[src/rtl/cpu_types_pkg.sv]
// Shared CPU types: word/register aliases, encoder format enum and immediate range limits.
package cpu_types_pkg;

    typedef logic [31:0] word_t;
    typedef logic [4:0]  regbits_t;

    // Codes 6 and 7 are not members of the enum and are rejected as illegal by the packer.
    typedef enum logic [2:0] {
        FMT_R = 3'd0,
        FMT_I = 3'd1,
        FMT_S = 3'd2,
        FMT_B = 3'd3,
        FMT_U = 3'd4,
        FMT_J = 3'd5
    } enc_fmt_t;

    localparam int IMM12_MIN = -2048;
    localparam int IMM12_MAX = 2047;
    localparam int IMM13_MIN = -4096;
    localparam int IMM13_MAX = 4094;
    localparam int IMM21_MIN = -1048576;
    localparam int IMM21_MAX = 1048574;

endpackage

[src/rtl/instr_pack.sv]
// Combinational RV32I field packer; flags immediates that do not fit the chosen format.
module instr_pack
    import cpu_types_pkg::*;
(
    input  enc_fmt_t    fmt,
    input  logic [6:0]  opcode,
    input  logic [2:0]  funct3,
    input  logic [6:0]  funct7,
    input  regbits_t    rs1,
    input  regbits_t    rs2,
    input  regbits_t    rd,
    input  word_t       imm,
    output word_t       word,
    output logic        legal
);

    logic signed [31:0] simm;
    assign simm = signed'(imm);

    always_comb begin
        word  = '0;
        legal = 1'b0;
        case (fmt)
            FMT_R: begin
                word  = {funct7, rs2, rs1, funct3, rd, opcode};
                legal = 1'b1;
            end
            FMT_I: begin
                word  = {imm[11:0], rs1, funct3, rd, opcode};
                legal = (simm >= IMM12_MIN) && (simm <= IMM12_MAX);
            end
            FMT_S: begin
                word  = {imm[11:5], rs2, rs1, funct3, imm[4:0], opcode};
                legal = (simm >= IMM12_MIN) && (simm <= IMM12_MAX);
            end
            FMT_B: begin
                word  = {imm[12], imm[10:5], rs2, rs1, funct3, imm[4:1], imm[11], opcode};
                legal = (simm >= IMM13_MIN) && (simm <= IMM13_MAX) && !imm[0];
            end
            FMT_U: begin
                word  = {imm[31:12], rd, opcode};
                legal = (imm[11:0] == 12'd0);
            end
            FMT_J: begin
                word  = {imm[20], imm[10:1], imm[11], imm[19:12], rd, opcode};
                legal = (simm >= IMM21_MIN) && (simm <= IMM21_MAX) && !imm[0];
            end
            default: begin
                word  = '0;
                legal = 1'b0;
            end
        endcase
    end

endmodule

[src/rtl/instr_encoder.sv]
// Field-level request to RV32I word encoder with a 2-entry output FIFO, error pulse and pop counter.
module instr_encoder
    import cpu_types_pkg::*;
#(
    parameter int CNT_W = 16,
    parameter int DEPTH = 2
) (
    input  logic             CLK,
    input  logic             nRST,
    input  logic             req_valid,
    output logic             req_ready,
    input  logic [2:0]       fmt,
    input  logic [6:0]       opcode,
    input  logic [2:0]       funct3,
    input  logic [6:0]       funct7,
    input  regbits_t         rs1,
    input  regbits_t         rs2,
    input  regbits_t         rd,
    input  word_t            imm,
    output logic             instr_valid,
    input  logic             instr_ready,
    output word_t            instr,
    output logic             imm_err,
    output logic [CNT_W-1:0] enc_count
);

    word_t      mem [2];
    logic       rd_ptr;
    logic       wr_ptr;
    logic [1:0] occ;
    logic       ready_en;

    word_t      packed_word;
    logic       packed_legal;
    logic       accept;
    logic       push;
    logic       pop;

    instr_pack u_pack (
        .fmt    (enc_fmt_t'(fmt)),
        .opcode (opcode),
        .funct3 (funct3),
        .funct7 (funct7),
        .rs1    (rs1),
        .rs2    (rs2),
        .rd     (rd),
        .imm    (imm),
        .word   (packed_word),
        .legal  (packed_legal)
    );

    // ready_en keeps req_ready low through reset and until the first edge after release.
    assign req_ready   = ready_en && (occ < 2'(DEPTH));
    assign instr_valid = (occ != 2'd0);
    assign instr       = instr_valid ? mem[rd_ptr] : '0;

    assign accept = req_valid && req_ready;
    assign push   = accept && packed_legal;
    assign pop    = instr_valid && instr_ready;

    always_ff @(posedge CLK or negedge nRST) begin
        if (!nRST) begin
            for (int i = 0; i < 2; i++) begin
                mem[i] <= '0;
            end
            rd_ptr    <= 1'b0;
            wr_ptr    <= 1'b0;
            occ       <= 2'd0;
            ready_en  <= 1'b0;
            imm_err   <= 1'b0;
            enc_count <= '0;
        end else begin
            ready_en <= 1'b1;
            imm_err  <= accept && !packed_legal;
            if (push) begin
                mem[wr_ptr] <= packed_word;
                wr_ptr      <= ~wr_ptr;
            end
            if (pop) begin
                rd_ptr    <= ~rd_ptr;
                enc_count <= enc_count + CNT_W'(1);
            end
            case ({push, pop})
                2'b10:   occ <= occ + 2'd1;
                2'b01:   occ <= occ - 2'd1;
                default: occ <= occ;
            endcase
        end
    end

endmodule
[config.mk]
export PLATFORM = sky130hd
export DESIGN_NAME = instr_encoder
export DESIGN_NICKNAME = d
export VERILOG_FILES = /design/src/rtl/cpu_types_pkg.sv /design/src/rtl/instr_pack.sv /design/src/rtl/instr_encoder.sv
export SDC_FILE = /design/constraint.sdc
export NUM_CORES = 1
export LEC_CHECK = 0
export BUFFER_PORTS_ARGS = -buffer_cell sky130_fd_sc_hd__buf_2
export CORE_ASPECT_RATIO = 0.9
export CORE_MARGIN = 2
export CORE_UTILIZATION = 48
export CTS_CLUSTER_DIAMETER = 200
export DETAILED_ROUTE_END_ITERATION = 10
export PLACE_DENSITY = 0.83
export SLEW_MARGIN = 20
export SYNTH_ARGS = -nofsm -noshare
export SYNTH_HDL_FRONTEND = slang
export SYNTH_SLANG_ARGS = --single-unit
[constraint.sdc]
create_clock -name CLK -period 4.4 [get_ports CLK]
set_clock_uncertainty 0.1 [all_clocks]
set_input_delay 0.22 -clock CLK [delete_from_list [all_inputs] [get_ports CLK]]
set_output_delay 0.22 -clock CLK [all_outputs]
set_load 0.005 [all_outputs]
==> qor.yml <==
outcome:
  result_of_the_run: "completed"
clock_network:
  worstSkewPairLatency_ns: 0.34
  cts.hold.buffers_added: 0
  post-cts-setup-buffers: 0
  clock-sinks: 86
  clk_pin_slew_worst_setup_hold_paths_ns: 0.08
  root_buffer: "clkbuf_8"
  clk_path_buf_depth: 2
  clock_tree_from_tritoncts: "yes"
  num_cts_buffers: 9
  cts_htree_levels: 3
  post_cts_resize_count: 0
min_path:
  hold_depth: 2
  min_path_type: "input pin to flip-flop"
floorplanning:
  floorplan.io_pins: 122
  core_area_um2: 9614
  initial_utilization: 0.4913
  dieWidth_um: 108.6
  placementRows: 34
  die-height_um: 98.11
  die_area_um2: 10650
routing:
  vias: 3684
  wl_per_cell_um: 17.34
  via_per_inst: 5.590
  drt_pre_antenna_iters: 5
  initialDrtViolationCount: 211
  route.antenna.remaining_nets: 0
  route.detailed.drc: 0
  routed_wirelength_um: 11430
synth:
  yosys_warnings: 0
  synth_flop_cell: "dfrtp_1"
  synth_common_cells: "86 x dfrtp_1, 49 x nor2_1, 40 x mux2_2"
  synth.most_common_cell: "dfrtp_1"
  synth_seq_cells: 86
  syn_area_um2: 4723
  netlist.area_leader.share: 0.4556
  async_reset_ff_frac: 1.000
  seq_area_frac_synth: 0.4556
  post_synth_inst_count: 417
  synthesized_area_per_cell_um2: 11.33
  syn_nets: 490
  synth-edff-count: 0
  netlist_top_cells_area: "dfrtp_1 46%, mux2_2 9.5%, mux2i_1 8.3%"
  synth_largest_area_cell: "dfrtp_1"
  synth.distinct_cells: 44
timing:
  period_needed_ns: 2.787
  final.setup.tns_ns: 0
  slew_headroom: 0.3160
  rsz_0062_raised_after_global_routing: "no"
  min_period_over_period: 0.6334
  max_transition_viols_final: 0
  worst_slew_pin_slew_ns: 1.026
  fmaxAchievable_mhz: 358.8
  hold_viol_final: 0
  finalSetupViolations: 0
setup_path:
  critical_path.cell_chain: "buf_2 > clkinv_1 > nor2_1 > a31oi_1 > o221ai_4 > a22oi_4 > buf_16 > mux2_4"
  timing.setup.critical_path_class: "input pin to flip-flop"
  critical_path.slowest_cell: "nor2_1"
  cpPeakStageDelay_ns: 0.70
  critPathTopFamily: "buffers and inverters"
  worstSetupStartpointType: "input pin"
  critical_path_arrival_ns: 2.92
  ff2ff_path_depth: 6
  crit_buf_inv: 3
  element_type_at_the_critical_path_end: "flip-flop"
  worstSetupPathDepth: 8
  critical_path.max_fanout: 18
  critPathRequiredTime_ns: 4.53
finish:
  post_route_cells_drive_above_1_share: 0.4034
  finalInstanceArea_um2: 5640
  utilization: 0.5867
  design.final.nets: 602
  syn_to_final_growth_pct: 19.42
  antenna_cells: 0
grt:
  grt_antenna_before_repair: 0
  grt_usage: 0.2252
  grt_overflow_total: 0
  grt_max_degree: 87
  grt_pass1_wl_um: 18930
  first_global_vias: 3794
job:
  cap_viol_max_count: 0
power:
  p_leak_nw: 2.970
  powerDensity_nw_per_um2: 528.9
  power.ir.vdd_worst_v: 0.0002766
place:
  gp_congestion: 0.9026
  placedInstanceArea_um2: 5416
  input_output_buffers: 121
  hpwl_um: 8342
## registers in the layout, summed over array words and instances, names as in the netlist
register,cells
mem,64
enc_count,16
occ,2
imm_err,1
rd_ptr,1
ready_en,1
wr_ptr,1
## worst reg2reg max path, delay by kind of cell (launching register included)
family	cells	cell delay, ns
AO/OA/AOI/OAI	1	0.60
AND/OR/NAND/NOR	3	0.51
flip-flops	1	0.41
multiplexers	1	0.35
buffers and inverters	1	0.26
## routing by layer
layer	up-vias	wire, um	track usage
met1	1768	5035	0.3199
met4	0	169	0.06410
li1	1725	-	-
met5	-	0	0
met3	20	808	0.03939
met2	171	5417	0.3548
## final cells by class
cell class	count	area, um^2
Fill cell	827	3974
Multi-Input combinational cell	300	2405
Sequential cell	86	2153
Timing Repair Buffer	126	691.9
Tap cell	126	157.7
Clock buffer	9	123.9
Clock inverter	6	86.33
Inverter	6	22.52
## placed cells by master, fill, tap and decap left out, drive strengths merged
cell type,synthesis,final
buf,11,125
dfrtp,86,86
mux2,65,65
nor2,50,50
mux2i,39,39
nand2,19,19
xnor2,16,16
nand4,13,13
o21ai,13,13
a22o,13,13
a21oi,12,12
nand3,9,9
clkbuf,14,9
nor2b,7,7
nor4,7,7
inv,5,6
a22oi,6,6
and3,6,6
a31oi,4,4
xor2,4,4
clkinv,1,3
nor3,2,2
a221oi,2,2
ha,2,2
bufinv,0,2
or4,2,2
and2,1,1
o31ai,1,1
o221ai,1,1
o31a,1,1
o2111ai,1,1
nor3b,1,1
a21boi,1,1
o22ai,1,1
clkinvlp,0,1
dlygate4sd3,0,1
conb,1,1
## power by group
part	switching (W)	internal, W	total, W
Combinational	0.000436	0.000608	0.00104
Clock	0.000281	0.000317	0.000598
Sequential	0.000263	0.00108	0.00134
## worst paths after layout
check,from,slack [ns],to
min,opcode[3],0.02,mem[3]$_DFFE_PN0P_
max in group asynchronous,nRST,3.25,rd_ptr$_DFFE_PN0P_
max,fmt[1],1.61,mem[33]$_DFFE_PN0P_
min reg2reg,enc_count[15]$_DFFE_PN0P_,0.38,enc_count[15]$_DFFE_PN0P_
min in group asynchronous,nRST,0.38,mem[4]$_DFFE_PN0P_
max reg2reg,occ[1]$_DFFE_PN0P_,2.06,mem[6]$_DFFE_PN0P_
## cell families after synthesis
| group | count (synthesis) | share of synthesized area |
|---|---|---|
| AND/OR/NAND/NOR | 117 | 0.1189 |
| adder cells (fa/ha/maj) | 2 | 0.005297 |
| flip-flops | 86 | 0.4556 |
| buffers and inverters | 31 | 0.03576 |
| XOR/XNOR | 20 | 0.03708 |
| AO/OA/AOI/OAI | 56 | 0.08901 |
| other | 1 | 0.0007939 |
| multiplexers | 104 | 0.2575 |
## stage by stage
stage | instances | power, W | worst slack (ns) | hold WS [ns]
after floorplan | 417 | 0.001987 | 2.271 | -0.1756
after detailed placement | 643 | 0.002405 | 1.297 | 0.3738
after global routing | 659 | 0.003192 | 1.298 | 0.008172
after global placement | 641 | 0.002341 | 1.423 | 0.3518
final | 659 | 0.002983 | 1.613 | 0.02052
after CTS | 658 | 0.003009 | 1.668 | 0.006255
No activity file was read; power rests on OpenSTA's default activity.
